## src/rtl/mb32_acc_stage.sv

```systemverilog
// Dot-product accumulator behind the 32b Booth multiplier: aligns operand tags
// with product1, sums signed products with saturation, and queues results in a 2-entry FIFO.
module mb32_acc_stage #(
  parameter int unsigned WIDTH   = 32,
  parameter int unsigned ACC_W   = 72,
  parameter int unsigned MUL_LAT = 2
) (
  input  logic               CLK,
  input  logic               RST,
  input  logic               tag_valid,
  input  logic               tag_first,
  input  logic               tag_last,
  input  logic [2*WIDTH-1:0] product1,
  output logic [ACC_W-1:0]   res_data,
  output logic [15:0]        res_terms,
  output logic               res_ovf,
  output logic               res_valid,
  input  logic               res_ready,
  output logic               busy,
  output logic               err_drop
);

  localparam int unsigned PW    = 2 * WIDTH;
  localparam int unsigned EXT_W = ACC_W - PW;
  localparam int unsigned TW    = 16;
  localparam int unsigned CW    = 2;

  localparam logic [0:0] ST_IDLE = 1'b0;
  localparam logic [0:0] ST_ACC  = 1'b1;

  localparam logic [TW-1:0] TERMS_MAX = 16'hFFFF;
  localparam logic [CW-1:0] CNT_ZERO  = 2'd0;
  localparam logic [CW-1:0] CNT_ONE   = 2'd1;
  localparam logic [CW-1:0] CNT_FULL  = 2'd2;

  // ---------------------------------------------------------------------------
  // Tag delay line: bit MUL_LAT-1 lines up with product1
  // ---------------------------------------------------------------------------
  logic [MUL_LAT-1:0] v_sr, f_sr, l_sr;
  logic [MUL_LAT-1:0] v_sr_nx, f_sr_nx, l_sr_nx;
  logic [MUL_LAT:0]   v_ext, f_ext, l_ext;
  logic               d_valid, d_first, d_last;

  always_comb begin
    v_ext   = {v_sr, tag_valid};
    f_ext   = {f_sr, tag_valid & tag_first};
    l_ext   = {l_sr, tag_valid & tag_last};
    v_sr_nx = v_ext[MUL_LAT-1:0];
    f_sr_nx = f_ext[MUL_LAT-1:0];
    l_sr_nx = l_ext[MUL_LAT-1:0];
  end

  assign d_valid = v_sr[MUL_LAT-1];
  assign d_first = f_sr[MUL_LAT-1];
  assign d_last  = l_sr[MUL_LAT-1];

  always_ff @(posedge CLK) begin
    if (RST) begin
      v_sr <= '0;
      f_sr <= '0;
      l_sr <= '0;
    end else begin
      v_sr <= v_sr_nx;
      f_sr <= f_sr_nx;
      l_sr <= l_sr_nx;
    end
  end

  // ---------------------------------------------------------------------------
  // Saturating accumulate datapath
  // ---------------------------------------------------------------------------
  logic [0:0]       state, state_nx;
  logic [ACC_W-1:0] acc, acc_nx;
  logic [TW-1:0]    terms, terms_nx;
  logic             ovf, ovf_nx;
  logic             emit;

  logic [ACC_W-1:0] p;
  logic [ACC_W:0]   sum;
  logic             sat_hit;
  logic [ACC_W-1:0] acc_sat;
  logic [TW-1:0]    terms_inc;

  assign p   = {{EXT_W{product1[PW-1]}}, product1};
  // One guard bit: overflow iff the two top bits of the widened sum disagree
  assign sum     = {acc[ACC_W-1], acc} + {p[ACC_W-1], p};
  assign sat_hit = sum[ACC_W] ^ sum[ACC_W-1];
  assign acc_sat = !sat_hit ? sum[ACC_W-1:0]
                 : (sum[ACC_W] ? {1'b1, {(ACC_W-1){1'b0}}}
                               : {1'b0, {(ACC_W-1){1'b1}}});
  assign terms_inc = (terms == TERMS_MAX) ? terms : terms + 16'd1;

  // Next-state / emit logic; nothing moves unless an aligned term arrives
  always_comb begin
    state_nx = state;
    acc_nx   = acc;
    terms_nx = terms;
    ovf_nx   = ovf;
    emit     = 1'b0;
    if (d_valid) begin
      if (d_first) begin
        // Start (or restart) a dot product; any old partial is discarded
        acc_nx   = p;
        terms_nx = 16'd1;
        ovf_nx   = 1'b0;
        if (d_last) begin
          emit     = 1'b1;
          state_nx = ST_IDLE;
        end else begin
          state_nx = ST_ACC;
        end
      end else if (state == ST_ACC) begin
        acc_nx   = acc_sat;
        terms_nx = terms_inc;
        ovf_nx   = ovf | sat_hit;
        if (d_last) begin
          emit     = 1'b1;
          state_nx = ST_IDLE;
        end
      end
    end
  end

  always_ff @(posedge CLK) begin
    if (RST) begin
      state <= ST_IDLE;
      acc   <= '0;
      terms <= '0;
      ovf   <= 1'b0;
    end else begin
      state <= state_nx;
      acc   <= acc_nx;
      terms <= terms_nx;
      ovf   <= ovf_nx;
    end
  end

  // ---------------------------------------------------------------------------
  // 2-entry result FIFO: head lives in the output registers, tail behind it
  // ---------------------------------------------------------------------------
  logic [CW-1:0]    count, count_nx;
  logic [ACC_W-1:0] tl_data, tl_data_nx, hd_data_nx;
  logic [TW-1:0]    tl_terms, tl_terms_nx, hd_terms_nx;
  logic             tl_ovf, tl_ovf_nx, hd_ovf_nx;
  logic             pop, full, accept, drop;

  assign pop    = res_valid & res_ready;
  assign full   = (count == CNT_FULL);
  assign accept = emit & (~full | pop);
  assign drop   = emit & full & ~pop;

  always_comb begin
    count_nx    = count;
    hd_data_nx  = res_data;
    hd_terms_nx = res_terms;
    hd_ovf_nx   = res_ovf;
    tl_data_nx  = tl_data;
    tl_terms_nx = tl_terms;
    tl_ovf_nx   = tl_ovf;
    if (pop) begin
      if (count == CNT_FULL) begin
        hd_data_nx  = tl_data;
        hd_terms_nx = tl_terms;
        hd_ovf_nx   = tl_ovf;
        if (accept) begin
          tl_data_nx  = acc_nx;
          tl_terms_nx = terms_nx;
          tl_ovf_nx   = ovf_nx;
        end else begin
          count_nx = CNT_ONE;
        end
      end else if (accept) begin
        hd_data_nx  = acc_nx;
        hd_terms_nx = terms_nx;
        hd_ovf_nx   = ovf_nx;
      end else begin
        count_nx = CNT_ZERO;
      end
    end else if (accept) begin
      if (count == CNT_ZERO) begin
        hd_data_nx  = acc_nx;
        hd_terms_nx = terms_nx;
        hd_ovf_nx   = ovf_nx;
      end else begin
        tl_data_nx  = acc_nx;
        tl_terms_nx = terms_nx;
        tl_ovf_nx   = ovf_nx;
      end
      count_nx = count + CNT_ONE;
    end
  end

  always_ff @(posedge CLK) begin
    if (RST) begin
      count     <= CNT_ZERO;
      res_valid <= 1'b0;
      res_data  <= '0;
      res_terms <= '0;
      res_ovf   <= 1'b0;
      tl_data   <= '0;
      tl_terms  <= '0;
      tl_ovf    <= 1'b0;
      err_drop  <= 1'b0;
      busy      <= 1'b0;
    end else begin
      count     <= count_nx;
      res_valid <= (count_nx != CNT_ZERO);
      res_data  <= hd_data_nx;
      res_terms <= hd_terms_nx;
      res_ovf   <= hd_ovf_nx;
      tl_data   <= tl_data_nx;
      tl_terms  <= tl_terms_nx;
      tl_ovf    <= tl_ovf_nx;
      err_drop  <= err_drop | drop;
      busy      <= (state_nx == ST_ACC) | (|v_sr_nx);
    end
  end

endmodule
```

## config.mk

```make
export PLATFORM = sky130hd
export DESIGN_NAME = mb32_acc_stage
export DESIGN_NICKNAME = d
export VERILOG_FILES = /design/src/rtl/mb32_acc_stage.sv
export SDC_FILE = /design/constraint.sdc
export NUM_CORES = 1
export LEC_CHECK = 0
export ABC_AREA = 1
export CORE_ASPECT_RATIO = 0.8
export CORE_MARGIN = 4
export CORE_UTILIZATION = 64
export DETAILED_ROUTE_END_ITERATION = 12
export PLACE_DENSITY = 0.87
export SKIP_CTS_REPAIR_TIMING = 1
export SLEW_MARGIN = 15
export SYNTH_ARGS = -nofsm -noshare
export SYNTH_HDL_FRONTEND = slang
export SYNTH_SLANG_ARGS = --single-unit
```

## constraint.sdc

```tcl
create_clock -name CLK -period 5.3 [get_ports CLK]
set_input_delay 1.06 -clock CLK [delete_from_list [all_inputs] [get_ports CLK]]
set_output_delay 1.06 -clock CLK [all_outputs]
set_load 0.05 [all_outputs]
```

==> results of run 1 <==
## metal layers
layer | global-route usage, % | vias up | share of wire [%]
met3 | 12.12 | 336 | 15
li1 | - | 10050 | -
met5 | 0 | - | 0.043
met4 | 13.76 | 6 | 4.1
met1 | 59.51 | 10130 | 40
met2 | 65.60 | 1719 | 42
## sequential cells by signal, indices dropped and copies added, names as in the netlist, 2 cells and up
name / count
v_sr: 2
tl_data: 72
tl_terms: 16
acc: 72
f_sr: 2
count: 2
terms: 16
res_terms: 16
l_sr: 2
res_data: 72
## synth_stat cells, types with 16 or more instances
master,instances,area (um2)
a21oi_1,341,1707
a21oi_2,44,385.4
clkbuf_1,105,394.1
dfxtp_1,279,5585
ha_1,75,938.4
inv_1,441,1655
nand2_1,740,2778
nand2_2,49,306.5
nand3_1,126,630.6
nand3b_1,16,120.1
nor2_1,398,1494
nor3_1,27,135.1
o211ai_1,71,533.0
o21ai_0,169,845.8
o22ai_1,19,118.9
xor2_1,42,367.9
## metrics by stage
stage / instances / setup WS [ns] / util (%) / power [uW]
after floorplan: 3090 / 1.802 / - / 2391
after global placement: 3528 / 0.6170 / 71.13 / 2548
after detailed placement: 3528 / 0.4005 / 71.13 / 2553
after CTS: 3577 / 0.9913 / 74.47 / 4635
after global routing: 3577 / 0.6362 / 74.47 / 4776
final: 3577 / 0.8074 / 74.47 / 4669
## kinds of logic after synthesis
| group | after synthesis | share of synthesized area, % |
|---|---|---|
| xor+xnor | 54 | 2.486 |
| simple gates | 1393 | 30.02 |
| buf+inv | 583 | 11.92 |
| compound gates | 705 | 21.18 |
| flops | 279 | 29.36 |
| fa+ha+maj | 76 | 5.038 |
## final cells by class
cell class / instances / area, um2 / area share, %
tap: 377 / 471.7 / 2.163
sequential: 279 / 5587 / 25.62
timing repair buffer: 195 / 1906 / 8.737
multi-input combinational: 2228 / 11180 / 51.25
inverter: 449 / 1692 / 7.756
clock buffer: 37 / 794.5 / 3.643
clock inverter: 12 / 181.4 / 0.8319
## tightest hold or removal path, cell delays in order, from the launching register on
cell	delay, ns
dfxtp_1	0.30
inv_1	0.05
nor2_1	0.04
## worst min path at each step
stage,cells after the start,slack [ns],end,from
after floorplan,2,0.39,f_sr[1]$_SDFF_PP0_,f_sr[0]$_SDFF_PP0_
after global placement,2,0.40,l_sr[1]$_SDFF_PP0_,l_sr[0]$_SDFF_PP0_
after detailed placement,2,0.39,l_sr[1]$_SDFF_PP0_,l_sr[0]$_SDFF_PP0_
after CTS,2,0.42,l_sr[1]$_SDFF_PP0_,l_sr[0]$_SDFF_PP0_
after global routing,2,0.43,l_sr[1]$_SDFF_PP0_,l_sr[0]$_SDFF_PP0_
final,2,0.43,l_sr[1]$_SDFF_PP0_,l_sr[0]$_SDFF_PP0_
## report_power, final
group	leakage (uW)	switching, uW	internal [uW]
registers	0.00225	7.67	2100
logic	0.00724	288	132
clock network	0.000469	930	1210
total	0.00996	1230	3440
==> results by group, run 1 <==
Hold path
  – Hold Path Class: reg -> reg

CTS
  – Clock transition at the registers of the reported paths: roughly 0.07 ns
  – H-Tree Depth: 1
  – Clock sink count: about 280
  – Max clock buf depth: 3
  – Clock buffer count from CTS: 28
  – Worst skew pair latency: roughly 0.6 ns
  – CTS tree: built
  – CTS root buffer: clkbuf_16

Final layout
  – Fillers: 2224
  – Commonest cells after routing, fill and taps aside: nand2_1 (740), inv_1 (439), nor2_1 (397)
  – Diodes inserted: 0
  – Share of cells above drive strength 1: between 6 and 7%
  – Post-route cell area: 21810 um2
  – Most common cell after layout, fill and taps aside: nand2_1
  – Area delta synth->final: 14.64%
  – Nets@finish: 3327

Die
  – Die Ht: roughly 160 um
  – Die Width: 200.8 um
  – Boundary Pins: approximately 160
  – CORE AREA: approximately 29000 um2
  – Initial Util: about 65%
  – Die ar.: around 33000 um2
  – Row cnt: 56

STA
  – FMAX: roughly 220 MHz
  – Max Clock Skew: around 0.034 ns
  – Final setup violation count: 0
  – Final hold vios: 0
  – Min Tclk post-route: 4.493 ns
  – Total negative setup slack: 0 ns
  – Max-slew violation count: 0
  – RSZ-0062 raised after global routing: false
  – Slew @ Worst Pin: about 1.2 ns
  – Tcrit/Tclk final: a little over four fifths
  – Slew HR: between 20% and 30%
  – Min Hold Slack: 0.4322 ns

Synthesis
  – Post-Syn Instances: between 3000 and 4000
  – Synthesized flop and latch total: approximately 280
  – Register area share after synthesis: around 29%
  – Main synth FF type: dfxtp_1
  – Mapped Avg Cell Area: a little over 6 um2
  – Cell Area, Synth: between 15000 and 20000 um2
  – Post-synth EDFFs: 0
  – Ys async rst share: 0%
  – Count of cell types in the netlist: 48
  – Synthesized Nets: about 3200
  – Synth Warn #: 0

Setup path
  – Critical Path Stages: 23
  – WP data arrival: ~5 ns
  – Critical Path Max Stage Delay: 0.54 ns
  – CP delay by family, top: simple AND/OR/NAND/NOR gates
  – CP Cell Sequence: clkdlybuf4s50_1 -> ha_1 -> inv_1 -> fa_1 -> inv_1 -> nand2_1 -> nand3_1 -> nand3_1 -> nand2_2 -> nand2_1 -> nand3_2 -> nand2_1 -> nand2_2 -> nand2_2 -> nand3_1 -> nand2_2 -> a21oi_4 -> buf_12 -> nand2_2 -> a21oi_2 -> nand2_1 -> nand2_1 -> a21oi_1
  – Worst R2R Setup Slack: between 1 and 1.5 ns
  – Critical Path Sink: res_data[34]$_SDFFE_PP0P_
  – Critical Path Start Type: input port
  – Crit path max fanout: 54
  – Crit path capture type: flip-flop
  – Worst Path Buf+Inv: 4
  – Worst reg2reg path endpoint: res_data[17]$_SDFFE_PP0P_
  – R2R Path Start: v_sr[1]$_SDFF_PP0_
  – Setup crit start: product1[0]
  – Worst EP required: ~5.7 ns
  – Setup Crit Path Kind: in -> reg
  – Critical path's slowest cell: clkdlybuf4s50_1
  – Worst reg2reg path depth: 9

GRT
  – Initial antenna violation count: 2
  – First-pass GRT wire length: 114100 um
  – Vias in the first global route: ~21000
  – Grt total ovfl: 0
  – GRT Overall Usage: 43.06%
  – Largest net degree at the start of global routing: roughly 120

Pwr
  – Max VDD drop: roughly 0.26 mV
  – Leak: approximately 0.01 uW
  – Power Dens Cells: 214.1 nW/um2

Drt
  – DR DRC count: 0
  – Drt total wl: slightly above 70000 um
  – Avg Vias per Cell: between 6 and 7
  – Detailed Route Iter0 Violations: about 3300
  – Routed Antenna Nets: 0
  – Drt wl/cell: 20.33 um
  – DRT Pass-1 Iters: 7
  – Via count: roughly 22000

Placed design
  – Dpl cell area: 20830 um2
  – I/O Buffers: around 160
  – Gp weighted congestion: about 1.1
  – Detailed Place HPWL: a little over 50000 um

Run
  – Max Cap Viol: 0

Run status
  – Status: completed
No activity file was read; power rests on OpenSTA's default activity.
==> inputs of run 2 (changes only) <==
- CORE_UTILIZATION: 64 -> 54
- PLACE_DENSITY: 0.87 -> 0.78
- clock period: 5.3 -> 3.8 ns (I/O delays scaled with it)
==> run 2 against run 1 <==
Effect of this change:
- sequential power increased by 39%
- non-clock buffer count increased by 322
- clock power increased by 31%
- largest power group is now registers
- core utilization decreased by 4.2 points
- cell count increased by 12%
- clock skew increased by 0.0087 ns
==> results by group, run 2 (same netlist as run 1, synthesis figures left out) <==
Run status
  – Status: completed

Drt
  – DRT Pass-1 Iters: 7 (unchanged)
  – Detailed Route Iter0 Violations: 2533 (-23%)
  – Routed Antenna Nets: 0 (unchanged)
  – Via count: 22080 (-0.71%)
  – Drt wl/cell: 17.80 um (-12%)
  – DR DRC count: 0 (unchanged)
  – Avg Vias per Cell: 5.529 (-11%)
  – Drt total wl: 71100 um (-2.2%)

Setup path
  – R2R Path Start: acc[0]$_SDFF_PP0_
  – WP data arrival: 4.06 ns (-0.86 ns)
  – Crit path max fanout: 15 (-72%)
  – Worst EP required: 4.24 ns (-1.49 ns)
  – Setup Crit Path Kind: in -> reg
  – Crit path capture type: flip-flop
  – Setup crit start: product1[0]
  – Critical Path Start Type: input port

Final layout
  – Area delta synth->final: 28.29%
  – Nets@finish: 3649 (+9.7%)
  – Most common cell after layout, fill and taps aside: nand2_1
  – Share of cells above drive strength 1: 14.85% (+8.5 points)
  – Largest registers: acc: 72 flops, res_data: 72 flops, tl_data: 72 flops
  – Commonest cells after routing, fill and taps aside: nand2_1 (740), inv_1 (439), nor2_1 (397)
  – Fillers: 2944 (+32%)
  – Diodes inserted: 0 (unchanged)
  – Non-Filler Instances: 3994 (+12%)

CTS
  – Max clock buf depth: 3 (unchanged)
  – Worst skew pair latency: 0.60 ns (about the same)
  – Clock buffer count from CTS: 28 (unchanged)
  – Clock transition at the registers of the reported paths: 0.06 ns (about the same)
  – H-Tree Depth: 1 (unchanged)
  – Clock sink count: 279 (unchanged)
  – CTS tree: built
  – CTS root buffer: clkbuf_16

STA
  – Worst setup margin: 0.1738 ns (-0.6336 ns)
  – Max-slew violation count: 0 (unchanged)
  – RSZ-0062 raised after global routing: false
  – Tcrit/Tclk final: between 90% and 100%
  – Min Tclk post-route: 3.626 ns
  – Final hold vios: 0 (unchanged)
  – Slew HR: 30.40% (+8.9 points)
  – Final setup violation count: 0 (unchanged)
  – FMAX: about 280 MHz
  – Slew @ Worst Pin: 1.044 ns (-0.1341 ns)
  – Max Clock Skew: 0.04233 ns (+0.008742 ns)
  – Total negative setup slack: 0 ns (unchanged)

Placed design
  – Detailed Place HPWL: 54000 um (+6.5%)
  – Inst Count DP: 3945 (+12%)
  – Gp weighted congestion: 1.056 (-0.54%)
  – DP Worst Slack: -0.3500 ns (-0.7505 ns)
  – I/O Buffers: 161 (unchanged)

GRT
  – Vias in the first global route: 21330 (+0.43%)
  – GRT Overall Usage: 36.27% (-6.8 points)
  – Initial antenna violation count: 0 (-2)
  – First-pass GRT wire length: 112600 um (-1.3%)
  – Grt total ovfl: 0 (unchanged)
  – Largest net degree at the start of global routing: 208 (+69%)

Hold path
  – Hold Path Class: reg -> reg
  – HP Start: l_sr[0]$_SDFF_PP0_

Die
  – Row cnt: 61 (+8.9%)
  – Die ar.: 38320 um2 (+18%)
  – Die Ht: 175.9 um (+8.4%)
  – CORE AREA: 34730 um2 (+19%)
  – Initial Util: 54.78% (-10 points)
  – Boundary Pins: 162 (unchanged)
  – Die Width: 217.9 um (+8.5%)

Pwr
  – Leak: 0.01151 uW (+16%)
  – Max VDD drop: 0.3878 mV (+47%)
  – Total power: 6484 uW (+39%)
  – Power Dens Cells: 265.7 nW/um2 (+24%)

Run
  – Max Cap Viol: 0 (unchanged)
[run 2: cell types whose count changed in the layout (fill, tap and decap cells not counted), moves of 3 or more]
cell      delta
buf_4      +312
buf_12      +10
clkbuf_1     +5
clkbuf_8     -3
[run 2: path summary, 6_finish.rpt]
| check | to | slack [ns] | cells past startpoint |
|---|---|---|---|
| max reg2reg | res_data[7]$_SDFFE_PP0P_ | 0.54 | 23 |
| min reg2reg | l_sr[1]$_SDFF_PP0_ | 0.41 | 2 |
| min | l_sr[1]$_SDFF_PP0_ | 0.41 | 2 |
| max | res_data[7]$_SDFFE_PP0P_ | 0.17 | 24 |
[run 2: worst max-delay path, stage by stage]
cell	delay, ns
clkdlybuf4s50_1	0.55
ha_1	0.24
inv_1	0.07
fa_1	0.39
inv_1	0.09
nand2_1	0.09
nand3_1	0.09
nand3_1	0.08
nand2_2	0.09
nand2_1	0.07
nand3_2	0.09
nand2_1	0.07
nand2_2	0.08
nand2_2	0.06
nand3_1	0.10
nand2_2	0.10
a21oi_4	0.16
buf_12	0.19
buf_12	0.14
nand2_2	0.05
a21oi_2	0.26
nand2_1	0.09
nand2_1	0.07
a21oi_1	0.06
[run 2: metal layers]
layer / share of wire (%) / wire (um) / vias up / GRT usage, %
met5: 0 / 0 / - / 0
met1: 46 / 32380 / 10110 / 54.14
met4: 2.6 / 1871 / 0 / 9.081
li1: - / - / 10700 / -
met3: 11 / 7865 / 147 / 7.281
met2: 41 / 28980 / 1123 / 53.55
[run 2: final cells by class]
type                    count  area, um2  area share (%)
clock buffers              39      772.0           3.163
clock inverters            10      136.4          0.5588
inverters                 449       1692           6.931
multi-input cells        2228      11180           45.81
flip-flops and latches    279       5587           22.89
well taps                 472      590.6           2.420
repair buffers            517       4448           18.22
[run 2: metrics by stage]
step                hold slack, ns  area, um2  util, %
finish                      0.4094      24410    70.28
global route                0.4333      24410    70.28
CTS                         0.4092      24400    70.27
detailed placement          0.3988      23500    67.66
global placement            0.3959      23500    67.66
floorplan                   0.3883      19020        -
[run 2: power by group]
part | leakage (uW) | switching (uW) | internal (uW)
Clock | 0.000432 | 1240 | 1560
Combinational | 0.00883 | 432 | 315
Sequential | 0.00225 | 5.80 | 2930
Total | 0.0115 | 1680 | 4810
